===== config.mk =====
export PLATFORM = sky130hd
export DESIGN_NAME = par_to_ser_feeder
export DESIGN_NICKNAME = d
export VERILOG_FILES = /design/src/rtl/par_to_ser_feeder.sv
export SDC_FILE = /design/constraint.sdc
export NUM_CORES = 1
export LEC_CHECK = 0
export BUFFER_PORTS_ARGS = -buffer_cell sky130_fd_sc_hd__buf_2
export CORE_MARGIN = 1
export CORE_UTILIZATION = 52
export CTS_BUF_LIST = sky130_fd_sc_hd__clkbuf_8
export CTS_CLUSTER_SIZE = 12
export DETAILED_ROUTE_END_ITERATION = 8
export HOLD_SLACK_MARGIN = 0.05
export PLACE_DENSITY = 0.88
export SYNTH_ARGS = -nofsm -noshare
export SYNTH_HDL_FRONTEND = slang
export SYNTH_SLANG_ARGS = --single-unit

===== constraint.sdc =====
create_clock -name clk -period 1.79 [get_ports clk]
set_input_delay 0 -clock clk [delete_from_list [all_inputs] [get_ports clk]]
set_output_delay 0 -clock clk [all_outputs]
set_load 0.02 [all_outputs]

===== src/rtl/par_to_ser_feeder.sv =====
// par_to_ser_feeder: parallel-to-serial word feeder, MSB first.
// A one-word holding register lets the next word be accepted while the
// current one is shifting, so consecutive words stream with no gap.
module par_to_ser_feeder #(
   parameter int unsigned N = 8
) (
   input  logic         clk,
   input  logic         rst,
   input  logic [N-1:0] parIn,
   input  logic         load,
   output logic         ready,
   output logic         serOut,
   output logic         en,
   output logic         wordDone
);

   localparam int unsigned CW = (N > 1) ? $clog2(N) : 1;
   localparam logic [CW-1:0] LAST = CW'(N - 1);

   typedef enum logic {
      IDLE,
      SHIFT
   } state_t;

   state_t          state, state_n;
   logic [N-1:0]    sh, sh_n;
   logic [N-1:0]    hold, hold_n;
   logic            hold_valid, hold_valid_n;
   logic [CW-1:0]   cnt, cnt_n;
   logic            accept;

   assign accept = load & ~hold_valid;

   // Outputs are decoded straight from registers.
   assign serOut   = sh[N-1];
   assign en       = (state == SHIFT);
   assign ready    = ~hold_valid;
   assign wordDone = (state == SHIFT) && (cnt == LAST);

   // State register with synchronous reset taking priority over load.
   always_ff @(posedge clk) begin
      if (rst) begin
         state      <= IDLE;
         sh         <= '0;
         hold       <= '0;
         hold_valid <= 1'b0;
         cnt        <= '0;
      end else begin
         state      <= state_n;
         sh         <= sh_n;
         hold       <= hold_n;
         hold_valid <= hold_valid_n;
         cnt        <= cnt_n;
      end
   end

   // Next-state logic: shift, refill from hold or parIn at the last bit.
   always_comb begin
      state_n      = state;
      sh_n         = sh;
      hold_n       = hold;
      hold_valid_n = hold_valid;
      cnt_n        = cnt;
      unique case (state)
         IDLE: begin
            if (accept) begin
               sh_n    = parIn;
               cnt_n   = '0;
               state_n = SHIFT;
            end
         end
         SHIFT: begin
            if (cnt != LAST) begin
               sh_n  = {sh[N-2:0], 1'b0};
               cnt_n = cnt + 1'b1;
               if (accept) begin
                  hold_n       = parIn;
                  hold_valid_n = 1'b1;
               end
            end else if (hold_valid) begin
               // Held word goes out next; hold refills only if a load lands now.
               sh_n  = hold;
               cnt_n = '0;
               if (accept) begin
                  hold_n       = parIn;
                  hold_valid_n = 1'b1;
               end else begin
                  hold_valid_n = 1'b0;
               end
            end else if (accept) begin
               sh_n  = parIn;
               cnt_n = '0;
            end else begin
               sh_n    = '0;
               cnt_n   = '0;
               state_n = IDLE;
            end
         end
         default: begin
            state_n = IDLE;
         end
      endcase
   end

endmodule


==> results list <==
- Power share of the sequential group: 52.1%
- At the later pin of the worst-skew pair, clock insertion delay measures around 0.27 ns.
- Clock network fraction of design power: 31.9%
* Clock root buffer: sky130_fd_sc_hd__clkbuf_8
* Fin Clk Skew: 0.00158 ns
- Final cycle utilization of the critical path: 92.7%
* Yosys synthesis warning count: 0
- After global routing the overflow that remains totals 0.
- For this run, design rule violations remaining after detail routing come to 0.
* Switching power total: approximately 0.27 mW
* Slew at the pin closest to its max-slew limit: 0.429 ns
* Power per Cell Area: 795 nW/µm²
- Post-Syn Area: 1030 µm²
- H-tree Lvls: 1
- Remaining number of nets flagged by the antenna check after routing: 0
- Post-detailed-placement half-perimeter wirelength: 1510 µm
- The number of antenna diodes in the final layout is 0.
- Global-route wire length before repair: 3820 µm
* Final Hold Slack: roughly 0.091 ns
- Post-Syn Nets: 139
- Combinational share of power: 16.0%
- The post-route netlist has 17.7% of its cells at a drive strength greater than 1.
* Type of element launching the critical path: flop
- Sequential fraction of the synthesis area: roughly 41%
- For this block, the initial DRC count from the detailed router was 17.
- Largest net degree at the start of global routing: 22
- Post-synth ARST share: 0%
- Post-synth EDFFs: 0
- The synthesized netlist contains 22 unique library cells.
- In this run the deepest clock path goes through 2 buffers.
- After synthesis, the mean cell area works out to 8.22 µm².
- Among all flip-flop cells after synthesis, the most frequent one is sky130_fd_sc_hd__dfxtp_1.
- Total of endpoints with negative setup slack in the final report: 0
- Tightest slew margin relative to the limit: 71.4%
- Run status: complete, no violations
* Post-cts resize count: 0
* Total CTS buffers: 3
- Worst Setup Path Type: flop to flop
* Count of input and output buffers: 14
- Max Cap Viol: 0
- Once placement completed, the tool counted placed cells totaling 160.
- For this block, the routed nets add up to roughly 2300 µm of wire.
- The core region is roughly 1800 µm².
* Initial antenna violation count: 0
- Smallest setup slack after layout: 0.130 ns
- Once the floorplan was initialized, standard cells occupied 57.6% of the core.
- The final layout contains 162 nets.
- Of all nets on the critical path, the largest fanout is 8.
- Internal Dissipation: 0.718 mW
- After routing, the total negative slack on setup checks comes to 0 ns.
- The worst path needs around 1.7 ns of the cycle, external delays included.
* Kind of capture point of the worst setup path: flop
- Via count of the first global-routing pass: 888
* Utilization after layout: 69.3%
- Achievable clock frequency: around 600 MHz
- Number of cell instances on the worst register-to-register path: 7
- Reg2reg setup slack: 0.13 ns
* Pre-antenna DRT Iters: 4
* Non-filler cells, final: 172
- Largest vdd supply drop: ~0.50 mV
- Standard-cell row count: 15
- FF-to-FF End: hold[7]$_SDFFE_PP0P_
* Worst Hold End: hold_valid$_SDFFE_PP0P_
- Sorting the synthesized cells by area gives the leading types as sky130_fd_sc_hd__dfxtp_1 (41%), sky130_fd_sc_hd__mux2i_1 (8.8%), sky130_fd_sc_hd__nand2_1 (6.2%).
- In this run the worst hold path is classified as input pin to flop.
- I/O pin cnt: 15
* Area growth from synthesis to final layout: 20.3%
* Worst EP required: 1.94 ns
- Total GRT Usage: between 20% and 30%
* Top cell type by total area after synthesis: sky130_fd_sc_hd__dfxtp_1
- Counting instances, the worst hold path has a depth of 5.
- The filler cells instantiated in the layout total 151.
- The die is approximately 46 µm tall.
- Synthesized instance count: between 100 and 150
- After detailed placement, the total cell area comes to 1110 µm².
- The startpoint identified for the worst hold timing path is load.
- Max-slew violation total from the final report: 0
- In the final routed layout, each cell accounts on average for 13.2 µm.
- Clock tree from TritonCTS: done
* Design area: between 1000 and 1500 µm²
- The synthesized design contains 21 register bits.
- Die outline width: 46.4 µm
* Switching share of total power: 27.0%
- The die covers 2160 µm².
* Most frequent cell after synthesis: sky130_fd_sc_hd__dfxtp_1
* Worst-case setup slack after placement: about 0.16 ns
- Vias per inst: 5.43
- STA puts the critical path data arrival time at 1.81 ns.
- After synthesis, the largest area contributor takes up 40.9% of total cell area.
- For this block, the via count after detailed routing is just over 900.
* CTS Sinks: 21
* Leakage: between 0.4 and 0.5 nW
- Weighted congestion reported at the end of routability-driven placement: 0.753
* Post-route total power: 0.983 mW
- Leading cell types by count after synthesis: sky130_fd_sc_hd__dfxtp_1 (21), sky130_fd_sc_hd__nand2_1 (17), sky130_fd_sc_hd__nor2_1 (15), sky130_fd_sc_hd__inv_1 (9), sky130_fd_sc_hd__mux2i_1 (9)
- Post-CTS clock slew at the launch and capture registers of the worst setup and hold paths: ~0.080 ns
- The final hold violation count was 0.
- In this run the critical register-to-register path is launched from cnt[0]$_SDFFE_PP0P_.
* Setup repair after global routing missed its margin: no
[how the worst max path moves through the flow]
| stage | startpoint | endpoint | slack (ns) | cells past startpoint |
|---|---|---|---|---|
| final | cnt[0]$_SDFFE_PP0P_ | hold[7]$_SDFFE_PP0P_ | 0.13 | 7 |
| after detailed placement | cnt[0]$_SDFFE_PP0P_ | hold[0]$_SDFFE_PP0P_ | 0.16 | 7 |
| after global routing | cnt[0]$_SDFFE_PP0P_ | hold[7]$_SDFFE_PP0P_ | 0.03 | 7 |
| after global placement | cnt[0]$_SDFFE_PP0P_ | hold[4]$_SDFFE_PP0P_ | 0.21 | 7 |
| after floorplan | cnt[0]$_SDFFE_PP0P_ | hold[0]$_SDFFE_PP0P_ | 0.04 | 9 |
| after CTS | cnt[0]$_SDFFE_PP0P_ | hold[7]$_SDFFE_PP0P_ | 0.13 | 7 |
[sequential cells by signal, summed over array words and instances, names as in the netlist]
register,flops
hold_valid,1
en,1
hold,8
cnt,3
sh,8
[timing repair]
item | in CTS | in global routing
hold endpoints to repair | 13 | 0
hold buffers | 8 | 0
setup buffers | 0 | 0
[final cells by class]
| type | count | area [µm²] | area share, % |
|---|---|---|---|
| sequential | 21 | 420 | 34.0 |
| clock inverter | 1 | 3.75 | 0.304 |
| tap | 25 | 31.3 | 2.53 |
| multi-input combinational | 85 | 510 | 41.3 |
| clock buffer | 3 | 41.3 | 3.34 |
| inverter | 9 | 33.8 | 2.73 |
| timing repair buffer | 28 | 195 | 15.8 |
[per-layer routing]
layer / up-vias / wire [µm] / GRT usage [%]
met4: 0 / 38 / 10.6
met3: 5 / 92 / 5.88
met1: 437 / 1020 / 30.5
li1: 468 / - / -
met5: - / 0 / 0
met2: 24 / 1120 / 43.6
[critical path, cell delays in order, from the launching register on]
cell	delay, ns
sky130_fd_sc_hd__dfxtp_1	0.33
sky130_fd_sc_hd__ha_1	0.21
sky130_fd_sc_hd__ha_1	0.20
sky130_fd_sc_hd__nand2b_4	0.15
sky130_fd_sc_hd__nor3b_2	0.16
sky130_fd_sc_hd__buf_4	0.21
sky130_fd_sc_hd__mux2i_1	0.22
sky130_fd_sc_hd__nor2_1	0.06
[power by group through the flow]
stage / clock, mW / sequential (mW) / combinational [mW]
3_5_place_dp: 0 / 0.522 / 0.144
2_1_floorplan: 0 / 0.521 / 0.100
3_3_place_gp: 0 / 0.520 / 0.140
6_report: 0.313 / 0.512 / 0.158
4_1_cts: 0.321 / 0.511 / 0.158
5_1_grt: 0.334 / 0.515 / 0.177
[cells by family (layout without fill, tap and decap cells)]
family | count (synthesis) | count (layout) | synth area share, %
flops | 21 | 21 | 40.9
compound gates | 28 | 28 | 17.1
mux | 9 | 9 | 8.77
simple gates | 45 | 45 | 20.2
buf+inv | 19 | 41 | 9.38
fa+ha+maj | 3 | 3 | 3.65
[layout by cell type, fill, tap and decap left out]
| master | instances |
|---|---|
| sky130_fd_sc_hd__inv_1 | 10 |
| sky130_fd_sc_hd__ha_1 | 3 |
| sky130_fd_sc_hd__o211ai_1 | 7 |
| sky130_fd_sc_hd__nand3_1 | 7 |
| sky130_fd_sc_hd__buf_2 | 14 |
| sky130_fd_sc_hd__a31oi_1 | 7 |
| sky130_fd_sc_hd__nor3b_1 | 1 |
| sky130_fd_sc_hd__nand2b_4 | 1 |
| sky130_fd_sc_hd__dfxtp_1 | 21 |
| sky130_fd_sc_hd__a21oi_1 | 3 |
| sky130_fd_sc_hd__mux2i_1 | 9 |
| sky130_fd_sc_hd__o21ai_0 | 7 |
| sky130_fd_sc_hd__buf_4 | 6 |
| sky130_fd_sc_hd__nand2_1 | 17 |
| sky130_fd_sc_hd__nor2b_1 | 2 |
| sky130_fd_sc_hd__clkbuf_8 | 3 |
| sky130_fd_sc_hd__nor2_2 | 1 |
| sky130_fd_sc_hd__a22oi_1 | 3 |
| sky130_fd_sc_hd__dlygate4sd3_1 | 8 |
| sky130_fd_sc_hd__nor3b_2 | 1 |
| sky130_fd_sc_hd__nor2_1 | 15 |
| sky130_fd_sc_hd__o22ai_1 | 1 |
Note: power is estimated with default switching activity, not from simulation.
